### src/rtl/ycrcb422_to_444_pkg.sv
// Shared types and constants for the 4:2:2 to 4:4:4 chroma upsampler.
package ycrcb422_to_444_pkg;

    localparam int unsigned DW_DEFAULT = 10;

    typedef enum logic [2:0] {
        StIdle,
        StFill,
        StRun,
        StFlush0,
        StFlush1
    } state_e;

    typedef logic [1:0] phase_t;

    localparam phase_t PH_CB = 2'd0;
    localparam phase_t PH_Y0 = 2'd1;
    localparam phase_t PH_CR = 2'd2;
    localparam phase_t PH_Y1 = 2'd3;

endpackage

### src/rtl/ycrcb422_to_444_if.sv
// Word-stream input and pixel output bundle of the 4:2:2 to 4:4:4 upsampler.
interface ycrcb422_to_444_if
    import ycrcb422_to_444_pkg::*;
#(
    parameter int unsigned DW = DW_DEFAULT
) ();

    logic [DW-1:0] in_data;
    logic          in_valid;
    logic          in_ready;
    logic          in_sol;
    logic          in_eol;
    logic          out_valid;
    logic [DW-1:0] y;
    logic [DW-1:0] cr;
    logic [DW-1:0] cb;
    logic          out_sol;
    logic          out_eol;

    // Upstream source / pixel sink side.
    modport master (
        output in_data, in_valid, in_sol, in_eol,
        input  in_ready, out_valid, y, cr, cb, out_sol, out_eol
    );

    // Upsampler side.
    modport slave (
        input  in_data, in_valid, in_sol, in_eol,
        output in_ready, out_valid, y, cr, cb, out_sol, out_eol
    );

endinterface

### src/rtl/chroma_avg.sv
// Rounded mean of two chroma samples, (a + b + 1) >> 1 evaluated at DW+1 bits.
module chroma_avg #(
    parameter int unsigned DW = 10
) (
    input  logic [DW-1:0] a_i,
    input  logic [DW-1:0] b_i,
    output logic [DW-1:0] avg_o
);

    logic [DW:0] sum;

    assign sum   = {1'b0, a_i} + {1'b0, b_i} + {{DW{1'b0}}, 1'b1};
    assign avg_o = DW'(sum >> 1);

endmodule

### src/rtl/ycrcb422_to_444.sv
// Converts a Cb,Y,Cr,Y word stream into registered 4:4:4 pixels, interpolating
// chroma for odd pixels from the neighbouring pairs and replicating it at line end.
module ycrcb422_to_444
    import ycrcb422_to_444_pkg::*;
#(
    parameter int unsigned DW = DW_DEFAULT
) (
    input logic              clk,
    input logic              rst_n,
    ycrcb422_to_444_if.slave bus
);

    state_e        state_q, state_d;
    phase_t        phase_q, phase_d;
    // Held pair k and the partially received pair k+1.
    logic [DW-1:0] h_cb_q, h_cb_d, h_y0_q, h_y0_d, h_cr_q, h_cr_d, h_y1_q, h_y1_d;
    logic [DW-1:0] n_cb_q, n_cb_d, n_y0_q, n_y0_d, n_cr_q, n_cr_d;
    logic          sol_pend_q, sol_pend_d;
    logic          out_valid_q, out_valid_d;
    logic          out_sol_q, out_sol_d;
    logic          out_eol_q, out_eol_d;
    logic [DW-1:0] y_q, y_d, cb_q, cb_d, cr_q, cr_d;

    logic          in_ready;
    logic          accept;
    logic          start;
    logic          emit;
    logic          px_eol;
    logic [DW-1:0] px_y, px_cb, px_cr;
    logic [DW-1:0] avg_cb, avg_cr;

    chroma_avg #(.DW(DW)) u_avg_cb (
        .a_i   (h_cb_q),
        .b_i   (n_cb_q),
        .avg_o (avg_cb)
    );

    chroma_avg #(.DW(DW)) u_avg_cr (
        .a_i   (h_cr_q),
        .b_i   (n_cr_q),
        .avg_o (avg_cr)
    );

    assign in_ready = rst_n && (state_q != StFlush0) && (state_q != StFlush1);
    assign accept   = bus.in_valid && in_ready;

    always_comb begin
        state_d    = state_q;
        phase_d    = phase_q;
        h_cb_d     = h_cb_q;
        h_y0_d     = h_y0_q;
        h_cr_d     = h_cr_q;
        h_y1_d     = h_y1_q;
        n_cb_d     = n_cb_q;
        n_y0_d     = n_y0_q;
        n_cr_d     = n_cr_q;
        sol_pend_d = sol_pend_q;
        start      = 1'b0;
        emit       = 1'b0;
        px_eol     = 1'b0;
        px_y       = '0;
        px_cb      = '0;
        px_cr      = '0;

        case (state_q)
            StIdle: begin
                if (accept && bus.in_sol) start = 1'b1;
            end
            StFill: begin
                if (accept) begin
                    if (bus.in_sol) begin
                        start = 1'b1;
                    end else begin
                        phase_d = phase_q + 2'd1;
                        case (phase_q)
                            PH_Y0: h_y0_d = bus.in_data;
                            PH_CR: h_cr_d = bus.in_data;
                            PH_Y1: begin
                                h_y1_d  = bus.in_data;
                                state_d = bus.in_eol ? StFlush0 : StRun;
                            end
                            default: ;
                        endcase
                    end
                end
            end
            StRun: begin
                if (accept) begin
                    if (bus.in_sol) begin
                        start = 1'b1;
                    end else begin
                        phase_d = phase_q + 2'd1;
                        case (phase_q)
                            PH_CB: n_cb_d = bus.in_data;
                            PH_Y0: n_y0_d = bus.in_data;
                            PH_CR: begin
                                n_cr_d = bus.in_data;
                                emit   = 1'b1;
                                px_y   = h_y0_q;
                                px_cb  = h_cb_q;
                                px_cr  = h_cr_q;
                            end
                            PH_Y1: begin
                                emit   = 1'b1;
                                px_y   = h_y1_q;
                                px_cb  = avg_cb;
                                px_cr  = avg_cr;
                                // The pair just completed becomes the held pair.
                                h_cb_d = n_cb_q;
                                h_y0_d = n_y0_q;
                                h_cr_d = n_cr_q;
                                h_y1_d = bus.in_data;
                                if (bus.in_eol) state_d = StFlush0;
                            end
                        endcase
                    end
                end
            end
            StFlush0: begin
                emit    = 1'b1;
                px_y    = h_y0_q;
                px_cb   = h_cb_q;
                px_cr   = h_cr_q;
                state_d = StFlush1;
            end
            StFlush1: begin
                emit    = 1'b1;
                px_y    = h_y1_q;
                px_cb   = h_cb_q;
                px_cr   = h_cr_q;
                px_eol  = 1'b1;
                state_d = StIdle;
            end
            default: state_d = StIdle;
        endcase

        // A start-of-line word restarts decoding from any accepting state.
        if (start) begin
            state_d    = StFill;
            phase_d    = PH_Y0;
            h_cb_d     = bus.in_data;
            sol_pend_d = 1'b1;
        end

        y_d         = y_q;
        cb_d        = cb_q;
        cr_d        = cr_q;
        out_valid_d = 1'b0;
        out_sol_d   = 1'b0;
        out_eol_d   = 1'b0;
        if (emit) begin
            out_valid_d = 1'b1;
            y_d         = px_y;
            cb_d        = px_cb;
            cr_d        = px_cr;
            out_sol_d   = sol_pend_q;
            out_eol_d   = px_eol;
            sol_pend_d  = 1'b0;
        end
    end

    always_ff @(posedge clk) begin
        if (!rst_n) begin
            state_q     <= StIdle;
            phase_q     <= PH_CB;
            h_cb_q      <= '0;
            h_y0_q      <= '0;
            h_cr_q      <= '0;
            h_y1_q      <= '0;
            n_cb_q      <= '0;
            n_y0_q      <= '0;
            n_cr_q      <= '0;
            sol_pend_q  <= 1'b0;
            out_valid_q <= 1'b0;
            out_sol_q   <= 1'b0;
            out_eol_q   <= 1'b0;
            y_q         <= '0;
            cb_q        <= '0;
            cr_q        <= '0;
        end else begin
            state_q     <= state_d;
            phase_q     <= phase_d;
            h_cb_q      <= h_cb_d;
            h_y0_q      <= h_y0_d;
            h_cr_q      <= h_cr_d;
            h_y1_q      <= h_y1_d;
            n_cb_q      <= n_cb_d;
            n_y0_q      <= n_y0_d;
            n_cr_q      <= n_cr_d;
            sol_pend_q  <= sol_pend_d;
            out_valid_q <= out_valid_d;
            out_sol_q   <= out_sol_d;
            out_eol_q   <= out_eol_d;
            y_q         <= y_d;
            cb_q        <= cb_d;
            cr_q        <= cr_d;
        end
    end

    assign bus.in_ready  = in_ready;
    assign bus.out_valid = out_valid_q;
    assign bus.out_sol   = out_sol_q;
    assign bus.out_eol   = out_eol_q;
    assign bus.y         = y_q;
    assign bus.cb        = cb_q;
    assign bus.cr        = cr_q;

endmodule

### src/flat_wrapper.sv
// flat-port wrapper written by rule: the top's interface ports become plain ports
module ycrcb422_to_444_flat import ycrcb422_to_444_pkg::*;
#(
    parameter int unsigned DW = DW_DEFAULT
)
  (clk, rst_n, bus_in_data, bus_in_valid, bus_in_sol, bus_in_eol, bus_in_ready, bus_out_valid, bus_y, bus_cr, bus_cb, bus_out_sol, bus_out_eol);
  ycrcb422_to_444_if #(.DW(DW)) bus_i ();
  input logic clk;
  input logic rst_n;
  input wire logic [$bits(bus_i.in_data)-1:0] bus_in_data;
  input wire logic [$bits(bus_i.in_valid)-1:0] bus_in_valid;
  input wire logic [$bits(bus_i.in_sol)-1:0] bus_in_sol;
  input wire logic [$bits(bus_i.in_eol)-1:0] bus_in_eol;
  output wire logic [$bits(bus_i.in_ready)-1:0] bus_in_ready;
  output wire logic [$bits(bus_i.out_valid)-1:0] bus_out_valid;
  output wire logic [$bits(bus_i.y)-1:0] bus_y;
  output wire logic [$bits(bus_i.cr)-1:0] bus_cr;
  output wire logic [$bits(bus_i.cb)-1:0] bus_cb;
  output wire logic [$bits(bus_i.out_sol)-1:0] bus_out_sol;
  output wire logic [$bits(bus_i.out_eol)-1:0] bus_out_eol;
  assign bus_i.in_data = bus_in_data;
  assign bus_i.in_valid = bus_in_valid;
  assign bus_i.in_sol = bus_in_sol;
  assign bus_i.in_eol = bus_in_eol;
  assign bus_in_ready = bus_i.in_ready;
  assign bus_out_valid = bus_i.out_valid;
  assign bus_y = bus_i.y;
  assign bus_cr = bus_i.cr;
  assign bus_cb = bus_i.cb;
  assign bus_out_sol = bus_i.out_sol;
  assign bus_out_eol = bus_i.out_eol;
  ycrcb422_to_444 #(.DW(DW)) u_core (.clk(clk), .rst_n(rst_n), .bus(bus_i));
endmodule
### config.mk
export PLATFORM = sky130hd
export DESIGN_NAME = ycrcb422_to_444_flat
export DESIGN_NICKNAME = d
export VERILOG_FILES = /design/src/rtl/ycrcb422_to_444_pkg.sv /design/src/rtl/ycrcb422_to_444_if.sv /design/src/rtl/chroma_avg.sv /design/src/rtl/ycrcb422_to_444.sv /design/src/flat_wrapper.sv
export SDC_FILE = /design/constraint.sdc
export NUM_CORES = 1
export LEC_CHECK = 0
export BUFFER_PORTS_ARGS = -buffer_cell sky130_fd_sc_hd__buf_2
export CORE_UTILIZATION = 25
export DETAILED_ROUTE_END_ITERATION = 8
export PLACE_DENSITY = 0.41
export SLEW_MARGIN = 20
export SYNTH_ARGS = -nofsm -noshare
export SYNTH_HDL_FRONTEND = slang
export SYNTH_SLANG_ARGS = --single-unit
export TNS_END_PERCENT = 20
### constraint.sdc
create_clock -name clk -period 6.25 [get_ports clk]
set_clock_uncertainty 0.2 [all_clocks]
set_input_delay 0.625 -clock clk [delete_from_list [all_inputs] [get_ports clk]]
set_output_delay 0.625 -clock clk [all_outputs]
set_load 0.05 [all_outputs]
# Word-level counts from Yosys, hierarchy flattened
# Index checks and enable logic that the tools add are counted.
[op_classes]
muxes = 55
addsub = 5
n_bitwise = 3
reduce_logical = 28
n_eq_ne = 27
[ops]
columns = ["op", "n"]
rows = [
  ["$mux W10", 23],
  ["$pmux W10 S2", 7],
  ["$pmux W10 S3", 1],
  ["$add A10 B10 Y11", 2],
  ["$add A11 B1 Y11 const B", 2],
  ["$mux W3", 7],
  ["$reduce_and A4 Y1", 5],
  ["$ne A2 B1 Y1 const B", 8],
  ["$reduce_and A8 Y1", 2],
  ["$mux W1", 14],
  ["$reduce_and A7 Y1", 2],
  ["$ne A3 B1 Y1 const B", 4],
  ["$ne A3 B2 Y1 const B", 4],
  ["$pmux W3 S4", 1],
  ["$reduce_bool A2 Y1", 5],
  ["$reduce_or A2 Y1", 5],
  ["$eq A3 B2 Y1 const B", 2],
  ["$ne A2 B2 Y1 const B", 3],
  ["$reduce_and A3 Y1", 2],
  ["$eq A2 B2 Y1 const B", 2],
  ["$logic_and A1 B1 Y1", 4],
  ["$pmux W1 S2", 2],
  ["$eq A3 B1 Y1 const B", 1],
  ["$eq A3 B3 Y1 const B", 1],
  ["other kinds (7)", 9],
]
[word_totals]
reg_bits = 109
word_cells = 136
inputBits = 15
output_inout_bits = 34

# Longest topological paths before layout
[depth]
depth_word = 9
depth_mapped = 9
ltp_nobuf = 7

# By module
# Synthesis repeated with hierarchy kept, for this count alone.
[unflattened]
cells_unflattened = 583
area_unflattened_um2 = 5466.5
[by_module_without_submodules]
columns = ["mod", "seq_area_each_um2", "area_per_inst_um2", "instances", "cells_each"]
rows = [
  ["ycrcb422_to_444", 2182.1, 4638.2, 1, 471],
  ["chroma_avg", 0.0, 414.1, 2, 56],
]

# Least setup slack after synthesis
# No wires, ideal clock.
[synth_timing]
path_type = "input to register"
from = "input rst_n"
to = "register u_core.y_q[0] (netlist: u_core.bus.y[0])"
t_arrival_ps = 2611
setup_ps = 74
t_required_ps = 5976
slack_ps = 3365
path_buffers = 1
stages = 6
path_cell_list = "inv_1 > nor3_1 > a21boi_2 > buf_2 > nand2_1 > o21ai_0"
[synth_via]
elab_chain_len = 5
word_cells_on_any_way = 7
cone_classes = "mux: 4; reduce/logical: 3"
[synth_lines]
columns = ["item", "line_no", "rtl"]
rows = [
  ["from (decl)", "flat_wrapper.sv:9", "input logic rst_n;"],
  ["$logic_and A1 B1 Y1 (*) (2 in series)", "ycrcb422_to_444.sv:44", "assign in_ready = rst_n && (state_q != StFlush0) && (state_q != StFlush1);"],
  ["net bus_in_ready", "flat_wrapper.sv:14", "output wire logic [$bits(bus_i.in_ready)-1:0] bus_in_ready;"],
  ["$logic_and A1 B1 Y1 (*)", "ycrcb422_to_444.sv:45", "assign accept = bus.in_valid && in_ready;"],
  ["$mux W10 or $mux W1 (tied branches)", "ycrcb422_to_444.sv:88", "if (accept) begin"],
  ["$pmux W10 S3 or $pmux W1 S2 (tied branches)", "ycrcb422_to_444.sv:65", "case (state_q)"],
  ["to (signal assigned)", "ycrcb422_to_444.sv:194", "y_q <= y_d;"],
  ["to (decl)", "ycrcb422_to_444.sv:22", "logic [DW-1:0] y_q, y_d, cb_q, cb_d, cr_q, cr_d;"],
]
# Mark *: on every way through the listed nets, which the timed path passes. The rest lies on a longest branch.
# A chain may end at the register's enable or synchronous reset.

# Final worst setup path
[layout_timing]
from = "input rst_n"
to = "output bus_in_ready"
[layout_via]
elab_chain_len = 2
[layout_lines]
columns = ["item", "line_no"]
rows = [
  ["$logic_and A1 B1 Y1 (2 in series)", "ycrcb422_to_444.sv:44"],
  ["to (decl)", "flat_wrapper.sv:14"],
]
# No other way between the ends.

==> results.cfg <==
[outcome]
outcome = finished clean

[placement]
portBuffers = 48
gp_congestion = 0.789
hpwl_mm = 10.7
postPlaceCellArea_mm2 = 0.00586
dpl.cell_count = 895

[grt]
grt_pass1_vias = 4332
grtUsageTotal_pct = 14.1
grt_overflow = 0
grt_pass1_wl_mm = 24.1
grt_max_degree = 53
antenna_found_initial = 0

[yosys]
synth_xor_area_share_pct = 2.11
synth_area_leaders = dfxtp_1, nor2b_1, mux2i_1, nand2_1, ha_1
syn_area_mm2 = 0.00538
synth_top_area_share_pct = 40.5
synth_compound_gate_area_share_pct = 21.9
synthSimpleGateAreaFrac_pct = 19.6
synth_top_family_by_area = compound AO/OA/AOI/OAI gates
ys_seq_area_share_pct = 40.5
ys_types = 50
syn_inst = 605
synth.most_common_cell = dfxtp_1
syn_area_per_cell_um2 = 8.90
synth_ff_type = dfxtp_1
ys_seq_elements = 109
synthArstFlopShare_pct = 0
synthAdderAreaFrac_pct = 5.86
synth_edf_count = 0
synthTopCellsByCount = dfxtp_1, nand2_1, nor2b_1
yosysTopAreaCell = dfxtp_1
yosysWarnings = 0
syn-num-nets = 644
synth.mux.area_fraction_pct = 6.14

[timing]
finalCriticalPeriod_ps = 3060
finalSetupViolCount = 0
finalSetupTns_ps = 0
max_clock_freq_ghz = 0.327
hold_viol = 0
finalCritPeriodShare_pct = 48.9
maxSlewHeadroom_pct = 31.0
tightest_slew_ps = 1030
finalMaxSlewViolations = 0
rsz0062_at_grt = false

[cts]
root_buffer = clkbuf_16
clk_pin_slew_ps = 80
cts_buffers = 9
clock_latency_ps = 360
cts_resized = 0
cts_tree = done
cts_hold_buf = 0
clock-sinks = 109
post-cts-setup-buffers = 0
htreeDepth = 3
cts.path.max_buffers = 2

[hold_path]
worst_hold_startpoint = u_core.sol_pend_q
hp-class = flip-flop to flip-flop
hold_path_end = u_core.bus.out_sol
hold-path-cell-count = 2

[cells_and_area]
antenna_cells = 0
nets = 671
final_cells = 912
fin_area_mm2 = 0.00617
drive_gt1_share_pct = 12.9
final_util_pct = 29.3
syn2layout_area_growth_pct = 14.6

[critical_path]
cp-end-kind = output pin
cp_max_fo = 37
crit_type = input port to output pin
required_ps = 5420
critPathArrivalTime_ps = 2230
slowest_delay_ps = 500
r2r_cells = 4
crit_family = buffers and inverters
reg2reg_to = u_core.bus.cb[6]
start_kind = input port
slowest_stage = buf_2
startpoint = rst_n
cp_common_cell = buf_2
r2r_slack_ps = 3280
r2r_start = u_core.state_q[1]
path_cells = buf_2, inv_1, nor3_1, buf_2
path_buf_inv = 3

[detailed_routing]
dr.pass1.iters = 6
drtIter0Drc = 287
num_vias = 4455
antenna_left = 0
drcViolationCount = 0
via_per_inst = 4.88
drt-total-wl_mm = 15.1
avgRoutedWirePerCell_um = 16.5

[die]
ios = 49
fp.dieW_um = 149
die_y_um = 149
rows = 53
dieArea_mm2 = 0.0221
core_mm2 = 0.0211
start_util_pct = 25.5

[power]
swShare_pct = 25.7
p_comb_share_pct = 4.8
p_int_w = 0.00101
seqPwrFrac_pct = 51.8
power.density_mw_per_mm2 = 220
cellLeakagePower_nw = 2.75
finalPower_w = 0.00136
p_switching_w = 0.000349
pwr-share-clk_pct = 43.4
ir_worst_vdd_uv = 98.5

[run]
drv_cap = 0
[per-stage QoR]
stage | hold WS (ps) | worst slack, ps
6_report | 236 | 3190
3_5_place_dp | 237 | 2560
2_1_floorplan | 211 | 3360
3_3_place_gp | 230 | 2700
5_1_grt | 278 | 3020
4_1_cts | 242 | 2590
[tightest hold or removal path, cell delays in order (launching register included)]
cell     delay (ps)
dfxtp_1         300
inv_1            60
nor2_1           40
[metal layers]
layer	vias up	global-route usage, %	routed length [µm]	part of all wire (%)
li1	2234	-	-	-
met1	2113	19.7	7500	50
met2	89	22.2	6820	45
met3	19	2.14	534	3.5
met4	0	4.74	230	1.5
met5	-	0	0	0
[cell type report]
cell class / instances / area (µm²)
fillers: 2227 / 14900
well taps: 275 / 344
repair buffers: 53 / 285
clock inverters: 7 / 75.1
inverters: 11 / 41.3
multi-input cells: 448 / 3020
clock buffers: 9 / 225
flip-flops and latches: 109 / 2180
[worst max path at each step]
| stage | depth (start not counted) | slack, ps | to |
|---|---|---|---|
| detailed placement | 4 | 2560 | u_core.bus.cb[6] |
| CTS | 4 | 2590 | u_core.bus.cb[6] |
| global placement | 4 | 2700 | u_core.bus.cb[5] |
| floorplan | 6 | 3360 | u_core.bus.y[0] |
| global route | 6 | 3020 | u_core.bus.cb[7] |
| finish | 4 | 3190 | bus_in_ready |
[logic make-up (layout without fill, tap and decap cells)]
logic type	Yosys count	after routing
compound gates	167	167
xor+xnor	13	13
fa+ha+maj	24	24
buf+inv	48	80
flops	109	109
mux	33	33
simple gates	211	211
[layout by cell type (no fill, tap or decap), types with 21 or more instances in the layout]
master   count
o21ai_0     26
dfxtp_1    109
mux2i_1     33
nand2_1     77
nor2_1      25
buf_2       48
nand3_1     21
nor2b_1     55
a21oi_1     41
ha_1        22
[power by group through the flow]
stage | Combinational (W) | Clock [W] | Sequential (W)
detailed placement | 0.0000660 | 0 | 0.000719
finish | 0.0000654 | 0.000587 | 0.000702
global placement | 0.0000655 | 0 | 0.000719
global route | 0.0000722 | 0.000642 | 0.000703
CTS | 0.0000662 | 0.000608 | 0.000702
floorplan | 0.0000405 | 0 | 0.000717
[state kept, by name, summed over array words and instances (netlist names)]
| register | flops |
|---|---|
| u_core.n_cr_q | 10 |
| u_core.h_cr_q | 10 |
| u_core.bus.out_valid | 1 |
| u_core.sol_pend_q | 1 |
| u_core.h_y1_q | 10 |
| u_core.bus.y | 10 |
| u_core.bus.out_eol | 1 |
| u_core.n_y0_q | 10 |
| u_core.bus.out_sol | 1 |
| u_core.bus.cb | 10 |
| u_core.h_y0_q | 10 |
| u_core.h_cb_q | 10 |
| u_core.state_q | 3 |
| u_core.bus.cr | 10 |
| u_core.phase_q | 2 |
| u_core.n_cb_q | 10 |
Power figures use the tool's default switching activity.
